$ cat config.mk
export PLATFORM = sky130hd
export DESIGN_NAME = br_predict_unit
export DESIGN_NICKNAME = d
export VERILOG_FILES = /design/src/rtl/br_predict_unit_pkg.sv /design/src/rtl/br_predict_unit_ras.sv /design/src/rtl/br_predict_unit.sv
export SDC_FILE = /design/constraint.sdc
export NUM_CORES = 2
export LEC_CHECK = 0
export CAP_MARGIN = 20
export CORE_ASPECT_RATIO = 2
export CORE_MARGIN = 2
export CORE_UTILIZATION = 25
export DETAILED_ROUTE_END_ITERATION = 8
export PLACE_DENSITY = 0.38
export SETUP_SLACK_MARGIN = 0.1
export SLEW_MARGIN = 20
export SYNTH_ARGS = -nofsm -noshare
export SYNTH_HDL_FRONTEND = slang
export SYNTH_SLANG_ARGS = --single-unit
$ cat constraint.sdc
create_clock -name clk -period 8.8 [get_ports clk]
set_input_delay 2.2 -clock clk [delete_from_list [all_inputs] [get_ports clk]]
set_output_delay 2.2 -clock clk [all_outputs]
set_load 0.02 [all_outputs]
$ cat src/rtl/br_predict_unit_pkg.sv
// Shared definitions for the branch unit: branch codes, BTB entry kinds,
// 2-bit counter states and the counter update helper.
package br_predict_unit_pkg;

    // Branch codes carried by res_cb
    localparam logic [3:0] CB_NONE = 4'd0;
    localparam logic [3:0] CB_J    = 4'd1;
    localparam logic [3:0] CB_JAL  = 4'd2;
    localparam logic [3:0] CB_JR   = 4'd3;
    localparam logic [3:0] CB_BEQ  = 4'd4;
    localparam logic [3:0] CB_BNE  = 4'd5;
    localparam logic [3:0] CB_BLEZ = 4'd6;
    localparam logic [3:0] CB_BGTZ = 4'd7;
    localparam logic [3:0] CB_BLTZ = 4'd8;
    localparam logic [3:0] CB_BGEZ = 4'd9;

    // What a BTB entry describes
    typedef enum logic [1:0] {
        KIND_COND   = 2'd0,
        KIND_UNCOND = 2'd1,
        KIND_RET    = 2'd2
    } btb_kind_t;

    // 2-bit saturating counter states
    localparam logic [1:0] CTR_SNT = 2'd0;
    localparam logic [1:0] CTR_WNT = 2'd1;
    localparam logic [1:0] CTR_WT  = 2'd2;
    localparam logic [1:0] CTR_ST  = 2'd3;

    // Saturating counter step toward the resolved direction
    function automatic logic [1:0] ctr_next(input logic [1:0] c, input logic taken);
        logic [1:0] n;
        if (taken) n = (c == CTR_ST)  ? CTR_ST  : c + 2'd1;
        else       n = (c == CTR_SNT) ? CTR_SNT : c - 2'd1;
        return n;
    endfunction

endpackage

$ cat src/rtl/br_predict_unit_ras.sv
// Return-address stack: circular buffer, oldest entry overwritten when full,
// pop on empty is ignored.
module br_ras #(
    parameter int unsigned DEPTH = 4
) (
    input  logic                       clk,
    input  logic                       rst_n,
    input  logic                       push,
    input  logic                       pop,
    input  logic [31:0]                push_data,
    output logic [31:0]                top,
    output logic [$clog2(DEPTH):0]     count
);
    localparam int unsigned PW = $clog2(DEPTH);
    localparam logic [PW-1:0] ONE  = PW'(1);
    localparam logic [PW:0]   FULL = (PW+1)'(DEPTH);

    logic [31:0]   stack [DEPTH];
    logic [PW-1:0] ptr;
    logic [PW-1:0] top_ptr;

    // ptr names the next free slot, so the top sits one below it
    always_comb begin
        top_ptr = ptr - ONE;
        top     = stack[top_ptr];
    end

    // Push/pop bookkeeping with saturating count
    always_ff @(posedge clk or negedge rst_n) begin
        if (!rst_n) begin
            ptr   <= '0;
            count <= '0;
            for (int unsigned i = 0; i < DEPTH; i++) stack[i] <= '0;
        end else if (push) begin
            stack[ptr] <= push_data;
            ptr        <= ptr + ONE;
            if (count != FULL) count <= count + 1'b1;
        end else if (pop && count != '0) begin
            ptr   <= top_ptr;
            count <= count - 1'b1;
        end
    end

endmodule

$ cat src/rtl/br_predict_unit.sv
// Branch unit: fetch-side BTB/counter/RAS predictor and execute-side resolver
// producing a registered one-cycle redirect on mispredict.
module br_predict_unit
    import br_predict_unit_pkg::*;
#(
    parameter int unsigned BTB_ENTRIES = 16,
    parameter int unsigned RAS_DEPTH   = 4,
    parameter logic [1:0]  CTR_INIT    = 2'd1
) (
    input  logic        clk,
    input  logic        rst_n,
    input  logic [31:0] fetch_pc,
    output logic        pred_taken,
    output logic [31:0] pred_target,
    input  logic        res_valid,
    input  logic [31:0] res_pc,
    input  logic [3:0]  res_cb,
    input  logic [31:0] res_rs,
    input  logic [31:0] res_rt,
    input  logic [15:0] res_offset,
    input  logic [25:0] res_index,
    input  logic        res_pred_taken,
    input  logic [31:0] res_pred_tgt,
    output logic        redirect,
    output logic [31:0] redirect_pc,
    output logic [31:0] ra
);
    localparam int unsigned IDX  = $clog2(BTB_ENTRIES);
    localparam int unsigned TAGW = 30 - IDX;
    localparam int unsigned RCW  = $clog2(RAS_DEPTH) + 1;

    logic            btb_valid [BTB_ENTRIES];
    logic [TAGW-1:0] btb_tag   [BTB_ENTRIES];
    btb_kind_t       btb_kind  [BTB_ENTRIES];
    logic [31:0]     btb_tgt   [BTB_ENTRIES];
    logic [1:0]      btb_ctr   [BTB_ENTRIES];

    logic [31:0]    ras_top;
    logic [RCW-1:0] ras_count;

    logic [IDX-1:0]  f_idx, r_idx;
    logic [TAGW-1:0] f_tag, r_tag;
    logic            f_hit, r_hit_cond;

    logic        active, is_cond, taken, mispredict;
    logic [31:0] btgt, jtgt, fall, act_tgt;

    // Fetch lookup; reads current table contents, so a same-cycle update is not visible
    always_comb begin
        f_idx       = fetch_pc[IDX+1:2];
        f_tag       = fetch_pc[31:IDX+2];
        f_hit       = btb_valid[f_idx] && (btb_tag[f_idx] == f_tag);
        pred_taken  = 1'b0;
        pred_target = fetch_pc + 32'd8;
        if (f_hit) begin
            case (btb_kind[f_idx])
                KIND_COND: if (btb_ctr[f_idx][1]) begin
                    pred_taken  = 1'b1;
                    pred_target = btb_tgt[f_idx];
                end
                KIND_UNCOND: begin
                    pred_taken  = 1'b1;
                    pred_target = btb_tgt[f_idx];
                end
                KIND_RET: if (ras_count != '0) begin
                    pred_taken  = 1'b1;
                    pred_target = ras_top;
                end
                default: ;
            endcase
        end
    end

    // Resolve: outcome, correct target and mispredict detection
    always_comb begin
        btgt    = res_pc + 32'd4 + {{14{res_offset[15]}}, res_offset, 2'b00};
        jtgt    = {res_pc[31:28], res_index, 2'b00};
        fall    = res_pc + 32'd8;
        active  = res_valid && (res_cb != CB_NONE);
        is_cond = 1'b0;
        taken   = 1'b0;
        act_tgt = fall;
        case (res_cb)
            CB_BEQ:  begin is_cond = 1'b1; taken = (res_rs == res_rt); end
            CB_BNE:  begin is_cond = 1'b1; taken = (res_rs != res_rt); end
            CB_BLEZ: begin is_cond = 1'b1; taken = ($signed(res_rs) <= 0); end
            CB_BGTZ: begin is_cond = 1'b1; taken = ($signed(res_rs) > 0); end
            CB_BLTZ: begin is_cond = 1'b1; taken = ($signed(res_rs) < 0); end
            CB_BGEZ: begin is_cond = 1'b1; taken = ($signed(res_rs) >= 0); end
            CB_J, CB_JAL: begin taken = 1'b1; act_tgt = jtgt; end
            CB_JR:   begin taken = 1'b1; act_tgt = res_rs; end
            default: ;
        endcase
        if (is_cond && taken) act_tgt = btgt;
        mispredict = (taken != res_pred_taken) || (taken && (act_tgt != res_pred_tgt));
        ra         = (res_cb == CB_JAL) ? fall : '0;
        r_idx      = res_pc[IDX+1:2];
        r_tag      = res_pc[31:IDX+2];
        r_hit_cond = btb_valid[r_idx] && (btb_tag[r_idx] == r_tag) && (btb_kind[r_idx] == KIND_COND);
    end

    // Registered redirect; dropped immediately by reset
    always_ff @(posedge clk or negedge rst_n) begin
        if (!rst_n) begin
            redirect    <= 1'b0;
            redirect_pc <= '0;
        end else begin
            redirect <= active && mispredict;
            if (active) redirect_pc <= act_tgt;
        end
    end

    // BTB and counter training from the resolved branch
    always_ff @(posedge clk or negedge rst_n) begin
        if (!rst_n) begin
            for (int unsigned i = 0; i < BTB_ENTRIES; i++) begin
                btb_valid[i] <= 1'b0;
                btb_tag[i]   <= '0;
                btb_kind[i]  <= KIND_COND;
                btb_tgt[i]   <= '0;
                btb_ctr[i]   <= CTR_INIT;
            end
        end else if (active) begin
            if (is_cond) begin
                if (r_hit_cond) begin
                    btb_ctr[r_idx] <= ctr_next(btb_ctr[r_idx], taken);
                end else if (taken) begin
                    btb_valid[r_idx] <= 1'b1;
                    btb_tag[r_idx]   <= r_tag;
                    btb_kind[r_idx]  <= KIND_COND;
                    btb_tgt[r_idx]   <= btgt;
                    btb_ctr[r_idx]   <= CTR_WT;
                end
            end else if (res_cb == CB_J || res_cb == CB_JAL) begin
                btb_valid[r_idx] <= 1'b1;
                btb_tag[r_idx]   <= r_tag;
                btb_kind[r_idx]  <= KIND_UNCOND;
                btb_tgt[r_idx]   <= jtgt;
                btb_ctr[r_idx]   <= CTR_ST;
            end else if (res_cb == CB_JR) begin
                btb_valid[r_idx] <= 1'b1;
                btb_tag[r_idx]   <= r_tag;
                btb_kind[r_idx]  <= KIND_RET;
                btb_ctr[r_idx]   <= CTR_ST;
            end
        end
    end

    br_ras #(.DEPTH(RAS_DEPTH)) u_ras (
        .clk       (clk),
        .rst_n     (rst_n),
        .push      (active && res_cb == CB_JAL),
        .pop       (active && res_cb == CB_JR),
        .push_data (fall),
        .top       (ras_top),
        .count     (ras_count)
    );

endmodule

==> impl_metrics.csv <==
group,metric,value,unit
cells_and_area,layout_common_cells,"dfrtp_1, mux2_2, mux4_2",
clock_tree,cts_tree,"built",
synth,synth_seq_area_share,0.464,
worst_hold_path,hp-class,"flop to flop",
synth,synth_edf_count,0,
synth,ys_warn_count,0,
die,rows,261,
sta,rsz0062_at_grt,"false",
cells_and_area,drive_gt1_frac,0.370,
clock_tree,cts_buffers,115,
routing,wl_per_cell,33.1,um
clock_tree,clockRootBuffer,"clkbuf_16",
setup_path,end_kind,"primary output",
die,core_area,0.252,sq mm
placement,globalplace.congestion,0.874,
sta,setup_ws,0.231,ns
sta,min_period,8.57,ns
grt,grt_max_degree,173,
synth,yosys.area.top_type,"dfrtp_1",
routing,wl,276000,um
clock_tree,h-tree-depth,3,
pwr,p_leak,32.1,nW
clock_tree,clk_latency,0.79,ns
cells_and_area,final_cells,8353,
die,initial_core_util,0.251,
sta,setup_viol_count_final,0,
grt,grt_remaining_overflow,0,
die,pin_count,308,
setup_path,worstSetupPathType,"input pin to primary output",
placement,hpwl,202000,um
pwr,vdd_drop_max,0.161,mV
cells_and_area,fin_area,0.0754,sq mm
sta,drv_slew,0,
setup_path,critPathLaunchType,"input pin",
cells_and_area,final_common_cell,"dfrtp_1",
setup_path,critPathMaxFanout,23,
routing,route.antenna.remaining_nets,0,
placement,portBuffers,307,
synth,synth_flop_cell,"dfrtp_1",
routing,avgViaCountPerCell,5.09,
sta,max_freq,117,MHz
die,die_h,716,um
sta,slew_headroom,0.237,
outcome,status,"complete, no violations",
clock_tree,cts_setup_buffers,0,
pwr,p_per_area,229,mW/mm^2
placement,dpl_cell_area,0.0713,sq mm
sta,finClkSkew,0.0702,ns
synth,syn_area,0.0633,sq mm
clock_tree,clockBufferDepth,3,
sta,finalCritPeriodShare,0.974,
synth,yosysTopAreaCellShare,0.458,
cells_and_area,syn2layout_area_growth,19.2,%
synth,async_reset_ff_frac,1.00,
setup_path,required,6.60,ns
routing,drt_iter0_drc,3022,
cells_and_area,layout.nets,5235,
synth,synthTopCellsByArea,"dfrtp_1, mux4_2, mux2_2",
routing,drc_errors,0,
grt,grt_pass1_vias,46000,
pwr,p_total,17.2,mW
routing,vias,42500,
synth,synth_cells,4698,
sta,worstMarginPinSlew,1.14,ns
setup_path,cp.arrival,6.37,ns
synth,synth_area_per_cell,13.5,sq um
synth,synthesis.nets,4973,
placement,placed_cells,8129,
placement,dp_slack,-0.126,ns
die,die_x,360,um
sta,finalHoldViolCount,0,
die,die-area,0.258,sq mm
grt,grt_pass1_wl,385000,um
clock_tree,cts.sinks,1174,
job,max_cap_viol_count,0,
grt,grt_usage,0.213,
synth,synth-seq-cells,1174,
synth,synth.distinct_cells,83,
clock_tree,clk_pin_slew,0.07,ns
sta,timing.hold.ws,0.476,ns
routing,drt-pass1-iter-count,7,
grt,antenna_found_initial,13,
==> logic make-up after synthesis <==
group | synth area share
fa+ha+maj | 0.0136
buf+inv | 0.0352
mux | 0.359
flops | 0.464
simple gates | 0.0569
compound gates | 0.0446
xor+xnor | 0.0262
==> final timing paths <==
kind,from,end,slack [ns],cells past startpoint
setup reg to reg,btb_tag[155],btb_tag[179],3.95,11
hold reg to reg,u_ras.stack[107],u_ras.stack[107],0.48,2
min in group asynchronous,rst_n,redirect_pc[27],1.40,1
setup / recovery,fetch_pc[2],pred_target[17],0.23,15
hold / removal,u_ras.stack[107],u_ras.stack[107],0.48,2
max in group asynchronous,rst_n,btb_tgt[322],5.26,3
==> where the power goes <==
group | internal (mW) | switching (mW)
sequential | 6.49 | 0.742
combinational | 2.15 | 2.44
clock | 3.00 | 2.42
total | 11.6 | 5.61
==> per-layer routing <==
layer  vias up  global-route usage  share of wire
li1      17900                   -              -
met1     23100               0.234           0.37
met2      1158               0.412           0.55
met3       377              0.0248          0.035
met4         6              0.0850          0.047
met5         -                   0       0.000087
==> layout make-up <==
cell class	instances	area, sq um
antenna	8	20.0
clock buffer	176	3400
clock inverter	39	611
fill	25500	177000
inverter	105	394
multi-input combinational	3025	32100
sequential	1174	29400
tap	3287	4110
timing repair buffer	539	5430
==> registers in the layout (all words and copies together), names as in the netlist, named ones only <==
name	flops
btb_ctr	32
btb_tag	416
btb_tgt	512
btb_valid	16
redirect	1
redirect_pc	32
u_ras.count	3
u_ras.ptr	2
u_ras.stack	128
==> cell usage after synthesis, drive strengths merged, types with 10 or more instances <==
| cell type | n |
|---|---|
| dfrtp | 1158 |
| mux2 | 1008 |
| mux4 | 474 |
| nand2 | 346 |
| clkbuf | 220 |
| o21ai | 218 |
| buf | 174 |
| nor2 | 157 |
| xnor2 | 114 |
| inv | 105 |
| a21oi | 80 |
| xor2 | 70 |
| ha | 63 |
| nand3 | 48 |
| mux2i | 46 |
| o22ai | 38 |
| nand4 | 33 |
| and3 | 27 |
| or2 | 24 |
| nor3 | 21 |
| a211oi | 20 |
| nor4 | 20 |
| nand2b | 18 |
| nor3b | 17 |
| and2 | 16 |
| dfstp | 16 |
| nor2b | 16 |
| a31oi | 15 |
| a21o | 11 |
| o211ai | 10 |
==> timing repair <==
item                       4_1_cts  5_1_grt
setup endpoints to repair       33       20
hold buffers                     0        0
gates resized for setup          4        7
pin swaps                        1        3
==> critical path, cell delays in order <==
cell,delay (ns)
buf_16,0.24
buf_12,0.24
mux4_2,0.51
mux4_2,0.52
xor2_1,0.17
nor4_2,0.27
buf_4,0.23
nand4_1,0.17
nor3_2,0.29
buf_12,0.17
o21a_1,0.15
nor2b_2,0.23
buf_4,0.22
o21ai_0,0.14
clkdlybuf4s50_1,0.56
==> stage by stage <==
stage	setup TNS, ns	utilization
final	0	0.299
after global routing	0	0.299
after CTS	0	0.299
after detailed placement	-1.43	0.283
after global placement	-0.0985	0.283
after floorplan	0	-
Power figures use the tool's default switching activity.
